### src/rtl/icache_ctrl.sv
// icache_ctrl: direct-mapped instruction cache with its line refill controller.
// Lookup is combinational in IDLE; a miss walks REQ -> FILL -> DONE and then
// replays the lookup. Hit/miss performance counters are built only when the
// ICACHE_PERF_EN macro is defined; otherwise both counter ports read zero.
module icache_ctrl #(
    parameter int unsigned XLEN       = 32,
    parameter int unsigned LINE_WORDS = 4,
    parameter int unsigned NUM_LINES  = 32
) (
    input  logic            clk,
    input  logic            rst,
    input  logic            cpu_req,
    input  logic [XLEN-1:0] cpu_addr,
    output logic            cpu_ready,
    output logic [XLEN-1:0] cpu_rdata,
    output logic            cpu_stall,
    input  logic            flush,
    output logic            mem_req_valid,
    input  logic            mem_req_ready,
    output logic [XLEN-1:0] mem_req_addr,
    input  logic            mem_rsp_valid,
    input  logic [XLEN-1:0] mem_rsp_data,
    output logic [31:0]     hit_count,
    output logic [31:0]     miss_count
);

    localparam int unsigned WORD_W = $clog2(LINE_WORDS);
    localparam int unsigned OFF_W  = WORD_W + 2;
    localparam int unsigned IDX_W  = $clog2(NUM_LINES);
    localparam int unsigned TAG_W  = XLEN - IDX_W - OFF_W;
    localparam int unsigned LINE_W = XLEN - OFF_W;

    localparam logic [WORD_W-1:0] LAST_BEAT = WORD_W'(LINE_WORDS - 1);

    localparam logic [1:0] IDLE = 2'd0;
    localparam logic [1:0] REQ  = 2'd1;
    localparam logic [1:0] FILL = 2'd2;
    localparam logic [1:0] DONE = 2'd3;

    logic [1:0]           state_q;
    logic [1:0]           state_d;
    logic [NUM_LINES-1:0] valid_q;
    logic [TAG_W-1:0]     tag_q  [NUM_LINES];
    logic [XLEN-1:0]      data_q [NUM_LINES][LINE_WORDS];
    logic [LINE_W-1:0]    miss_line_q;
    logic [WORD_W-1:0]    beat_cnt_q;
    logic                 flush_pend_q;

    logic [WORD_W-1:0] cpu_word;
    logic [IDX_W-1:0]  cpu_index;
    logic [TAG_W-1:0]  cpu_tag;
    logic [IDX_W-1:0]  miss_index;
    logic [TAG_W-1:0]  miss_tag;

    logic lookup;
    logic hit;
    logic miss_start;
    logic req_fire;
    logic beat_fire;
    logic last_beat;
    logic drop_line;

    // Byte-offset bits never select anything in a word-wide fetch.
    logic unused_addr_bits;
    assign unused_addr_bits = ^cpu_addr[1:0];

    assign cpu_word   = cpu_addr[OFF_W-1:2];
    assign cpu_index  = cpu_addr[OFF_W+IDX_W-1:OFF_W];
    assign cpu_tag    = cpu_addr[XLEN-1:OFF_W+IDX_W];
    assign miss_index = miss_line_q[IDX_W-1:0];
    assign miss_tag   = miss_line_q[LINE_W-1:IDX_W];

    // A flush in IDLE suppresses both the hit and the refill for this cycle.
    assign lookup     = (state_q == IDLE) && cpu_req && !flush;
    assign hit        = lookup && valid_q[cpu_index] && (tag_q[cpu_index] == cpu_tag);
    assign miss_start = lookup && !hit;
    assign req_fire   = (state_q == REQ) && mem_req_ready;
    assign beat_fire  = (state_q == FILL) && mem_rsp_valid;
    assign last_beat  = beat_fire && (beat_cnt_q == LAST_BEAT);
    // A flush seen at any point of the refill (including DONE itself) drops the line.
    assign drop_line  = flush_pend_q || flush;

    assign cpu_ready     = hit;
    assign cpu_rdata     = hit ? data_q[cpu_index][cpu_word] : '0;
    assign cpu_stall     = cpu_req && !hit;
    assign mem_req_valid = (state_q == REQ);
    assign mem_req_addr  = (state_q == REQ) ? {miss_line_q, {OFF_W{1'b0}}} : '0;

    // Refill sequencer next state.
    always_comb begin
        state_d = state_q;
        case (state_q)
            IDLE: if (miss_start) state_d = REQ;
            REQ:  if (req_fire)   state_d = FILL;
            FILL: if (last_beat)  state_d = DONE;
            DONE: state_d = IDLE;
            default: state_d = IDLE;
        endcase
    end

    // Controller state, latched miss line, beat counter and pending flush.
    always_ff @(posedge clk) begin
        if (rst) begin
            state_q      <= IDLE;
            miss_line_q  <= '0;
            beat_cnt_q   <= '0;
            flush_pend_q <= 1'b0;
        end else begin
            state_q <= state_d;
            if (miss_start) begin
                miss_line_q <= cpu_addr[XLEN-1:OFF_W];
            end
            if (req_fire) begin
                beat_cnt_q <= '0;
            end else if (beat_fire) begin
                beat_cnt_q <= beat_cnt_q + 1'b1;
            end
            if (state_q == DONE) begin
                flush_pend_q <= 1'b0;
            end else if ((state_q != IDLE) && flush) begin
                flush_pend_q <= 1'b1;
            end
        end
    end

    // Valid bits: cleared on miss entry so a partial line never hits, set in DONE.
    always_ff @(posedge clk) begin
        if (rst) begin
            valid_q <= '0;
        end else if (state_q == IDLE) begin
            if (flush) begin
                valid_q <= '0;
            end else if (miss_start) begin
                valid_q[cpu_index] <= 1'b0;
            end
        end else if (state_q == DONE) begin
            if (drop_line) begin
                valid_q <= '0;
            end else begin
                valid_q[miss_index] <= 1'b1;
            end
        end
    end

    // Tag and data storage carry no reset; the valid bits guard them.
    always_ff @(posedge clk) begin
        if (!rst) begin
            if (beat_fire) begin
                data_q[miss_index][beat_cnt_q] <= mem_rsp_data;
            end
            if ((state_q == DONE) && !drop_line) begin
                tag_q[miss_index] <= miss_tag;
            end
        end
    end

`ifdef ICACHE_PERF_EN
    logic [31:0] hit_cnt_q;
    logic [31:0] miss_cnt_q;

    // Performance counters, wrapping modulo 2^32.
    always_ff @(posedge clk) begin
        if (rst) begin
            hit_cnt_q  <= '0;
            miss_cnt_q <= '0;
        end else begin
            if (cpu_req && cpu_ready) begin
                hit_cnt_q <= hit_cnt_q + 32'd1;
            end
            if (miss_start) begin
                miss_cnt_q <= miss_cnt_q + 32'd1;
            end
        end
    end

    assign hit_count  = hit_cnt_q;
    assign miss_count = miss_cnt_q;
`else
    assign hit_count  = '0;
    assign miss_count = '0;
`endif

endmodule

### config.mk
export PLATFORM = sky130hd
export DESIGN_NAME = icache_ctrl
export DESIGN_NICKNAME = d
export VERILOG_FILES = /design/src/rtl/icache_ctrl.sv
export SDC_FILE = /design/constraint.sdc
export NUM_CORES = 2
export LEC_CHECK = 0
export ABC_AREA = 1
export ABC_CLOCK_PERIOD_IN_PS = 3450
export BUFFER_PORTS_ARGS = -buffer_cell sky130_fd_sc_hd__buf_2
export CAP_MARGIN = 10
export CORE_UTILIZATION = 50
export DETAILED_ROUTE_END_ITERATION = 12
export PLACE_DENSITY = 0.68
export SETUP_SLACK_MARGIN = 0.5
export SLEW_MARGIN = 20
export SYNTH_ARGS = -nofsm -noshare
export SYNTH_HDL_FRONTEND = slang
export SYNTH_MEMORY_MAX_BITS = 65536
export SYNTH_SLANG_ARGS = --single-unit
### constraint.sdc
create_clock -name clk -period 3.45 [get_ports clk]
set_input_delay 0.345 -clock clk [delete_from_list [all_inputs] [get_ports clk]]
set_output_delay 0.345 -clock clk [all_outputs]
set_load 0.05 [all_outputs]
==> metrics <==
final net count=between 10000 and 15000; status=finished, violations left; H-tree Lvls=5; total leakage power=between 70 and 80 nW; row count=~220; Seq/Total Area, Yosys=roughly four fifths; Critical R2R Launch=valid_q[16]; Most used DFF post-synth=edfxtp_1; Max Cap Viol=0; Rel. slew slack=approximately 17%; Power, Total=about 120 mW; pwr/cell area=between 500 and 600 nW/µm²; Die Y=~610 µm; Mean Syn Cell Area=~15 µm²; TritonCTS Sinks=a little under 5000; Die Area=between 300000 and 400000 µm²; Clock transition at path regs=0.07 ns; CTS root buffer=clkbuf_16; Ports=roughly 200; Total Neg Setup Slack=-14.11 ns; Hold Path Class=in2reg; FF-to-FF path depth=25; worst setup margin=-0.506 ns; Final Hold Viols=0; CP max stage cell=a221oi_2; CTS tree=built; final core occ=approximately three fifths; most common cell after layout, fill and taps aside=edfxtp_1; clk_lat worst skew=between 1 and 1.5 ns; Post-Route WL=554000 µm; CTS Buffer Depth=4; CP Data Required Time=~3.1 ns; Via Count=~120k; area of the multi-input gates=33800 µm²; DR pass1 iterations=7; commonest cells after routing, fill and taps aside=edfxtp_1, nand2_1, o22ai_1, o21ai_0, buf_4; flop and latch count out of synthesis=approximately 5000; Post-Place Worst Slack=-0.786 ns; port bufs=130; hpwl dp=between 300000 and 400000 µm; Critical Path, Cell by Cell=buf_8 > inv_8 > nand2_8 > buf_4 > buf_12 > buf_12 > o22ai_1 > o21ai_0 > o21ai_0 > a221oi_2 > nand3_2 > o211ai_1 > nand2_2 > nor2_4 > buf_12; Max Fclk=~250 MHz; total CTS buffers=roughly 460; Final Cycle Share=115%; gpl congestion=roughly 0.9; design area=215000 µm²; GRT Total Usage=between 20% and 30%; crit path DAT=3.61 ns; grt ovf=0; FILL cells=26400; worst hold path cell count=1; Core Box Area=between 300000 and 400000 µm²; Slew Viols, Final=0; Worst R2R Setup Slack=0.26 ns; initial DRC count=18700; reg2reg end=valid_q[8]; Top delay family on crit path=compound AO/OA/AOI/OAI gates; vias in the first global route=~110k; initial antenna violation count=35; DRC viols=0; Setup crit end kind=primary output; crit path kind=in2out; vias per cell=between 6 and 7; die width=between 600 and 700 µm; Reg area=about 150000 µm²; antenna-violating nets left=0; VDD IR max=594 µV; drt wl/cell=roughly 30 µm; most frequent cell on the critical path=buf_12; Yosys cell types=38; Synth warnings=0; Worst Max-Slew Pin Slew=~1.2 ns; Post-Syn Area=around 180000 µm²; asr flop ratio synth=0%; setup violators final=34; failing checks=setup timing; post-synthesis cell count=about 12000; Worst Skew=slightly above 0.08 ns; Max stage delay on crit path=between 0.4 and 0.5 ns; buffers plus inverters on the worst setup path=6; unrepaired setup endpoints after global routing=true; first-pass GRT wire length=around 800000 µm; largest net degree at the start of global routing=~130; initial core utilization=50.2%; placed inst area=roughly 200000 µm²; critical path launch point type=primary input; crit-path max FO=46; share of cells above drive strength 1=16.5%; area delta synth->final=18.1%; hold wc startpoint=mem_rsp_data[16]; Final min period=around 4 ns; EDFF count, synth=roughly 4800; Hold Path End=data_q[7][48]
## synth_stat cells (2+ instances only)
| library cell | instances | area [µm²] |
|---|---|---|
| ha_1 | 8 | 100 |
| o21ai_0 | 1011 | 5060 |
| a221oi_1 | 19 | 166 |
| a21oi_1 | 89 | 445 |
| nor3_2 | 2 | 20.0 |
| and3_1 | 4 | 25.0 |
| o22ai_1 | 1970 | 12300 |
| nand4_1 | 185 | 1160 |
| o41ai_1 | 23 | 201 |
| o221ai_1 | 40 | 350 |
| dfxtp_1 | 65 | 1300 |
| nand2_1 | 2090 | 7850 |
| inv_2 | 8 | 30.0 |
| nor2_1 | 482 | 1810 |
| a31oi_1 | 20 | 125 |
| a31o_2 | 4 | 35.0 |
| o22a_1 | 40 | 350 |
| nand2_2 | 3 | 18.8 |
| buf_6 | 2 | 22.5 |
| nor3_1 | 15 | 75.1 |
| nor3_4 | 3 | 48.8 |
| buf_1 | 117 | 439 |
| buf_4 | 68 | 510 |
| clkbuf_1 | 542 | 2030 |
| edfxtp_1 | 4832 | 145000 |
| o211ai_1 | 24 | 180 |
| inv_1 | 118 | 443 |
| buf_2 | 113 | 566 |
| nand3_1 | 165 | 826 |
| o311ai_0 | 26 | 228 |
## worst max-delay path by stage
stage | cells past startpoint | endpoint | startpoint
4_1_cts | 19 | cpu_rdata[1] | tag_q[22][4]
3_5_place_dp | 14 | cpu_rdata[0] | cpu_addr[5]
2_1_floorplan | 7 | data_q[0][100] | state_q[0]
5_1_grt | 20 | cpu_rdata[1] | tag_q[12][18]
6_report | 15 | cpu_rdata[1] | cpu_addr[4]
3_3_place_gp | 14 | cpu_rdata[0] | cpu_addr[5]
## metal layers
layer	routed length, µm	vias to the layer above	GRT usage [%]
met2	250000	8510	45.2
met1	198000	58700	39.6
li1	-	49000	-
met3	73200	1567	6.98
met5	125	-	0
met4	32900	18	15.6
## layout make-up
type | count | area share (%)
Clock inverter | 271 | 1.07
Tap cell | 4794 | 2.79
Antenna cell | 13 | 0.0151
Clock buffer | 577 | 5.62
Multi-Input combinational cell | 6298 | 15.7
Inverter | 126 | 0.231
Timing Repair Buffer | 1333 | 6.41
Sequential cell | 4897 | 68.1
## repair_timing
| action | in CTS | in global routing |
|---|---|---|
| hold buffers | 49 | 4 |
| buffers inserted | 10 | 6 |
| resized for setup | 59 | 118 |
| pin swaps | 4 | 34 |
| setup endpoints to repair | 136 | 1063 |
| cloned | 0 | 7 |
| endpoints found under the hold margin | 705 | 89 |
## power breakdown
part           internal (mW)  total (mW)  leakage (nW)  switching, mW
combinational           2.79        9.41          20.2           6.62
sequential              65.9        66.2          44.1          0.267
clock                   27.0        48.8          7.03           21.8
total                   95.7         124          71.3           28.7
## cell families after synthesis
| family | after synthesis | share of synthesized area [%] |
|---|---|---|
| adder cells (fa/ha/maj) | 8 | 0.0550 |
| buffers and inverters | 968 | 2.22 |
| AO/OA/AOI/OAI | 3271 | 10.7 |
| flip-flops | 4897 | 80.5 |
| AND/OR/NAND/NOR | 2951 | 6.51 |
| other | 1 | 0.00206 |
## registers in the layout, summed over array words and instances (netlist names)
| signal | count |
|---|---|
| flush_pend_q | 1 |
| beat_cnt_q | 2 |
| miss_line_q | 28 |
| data_q | 4096 |
| valid_q | 32 |
| tag_q | 736 |
| state_q | 2 |
## metrics by stage
stage / hold WS [ns] / std cells
after detailed placement: 0.473 / 17400
after global routing: 0.0182 / 18300
final: 0.00494 / 18300
after floorplan: 0.424 / 12200
after CTS: 0.00532 / 18300
after global placement: 0.462 / 17400
Power figures use the tool's default switching activity.
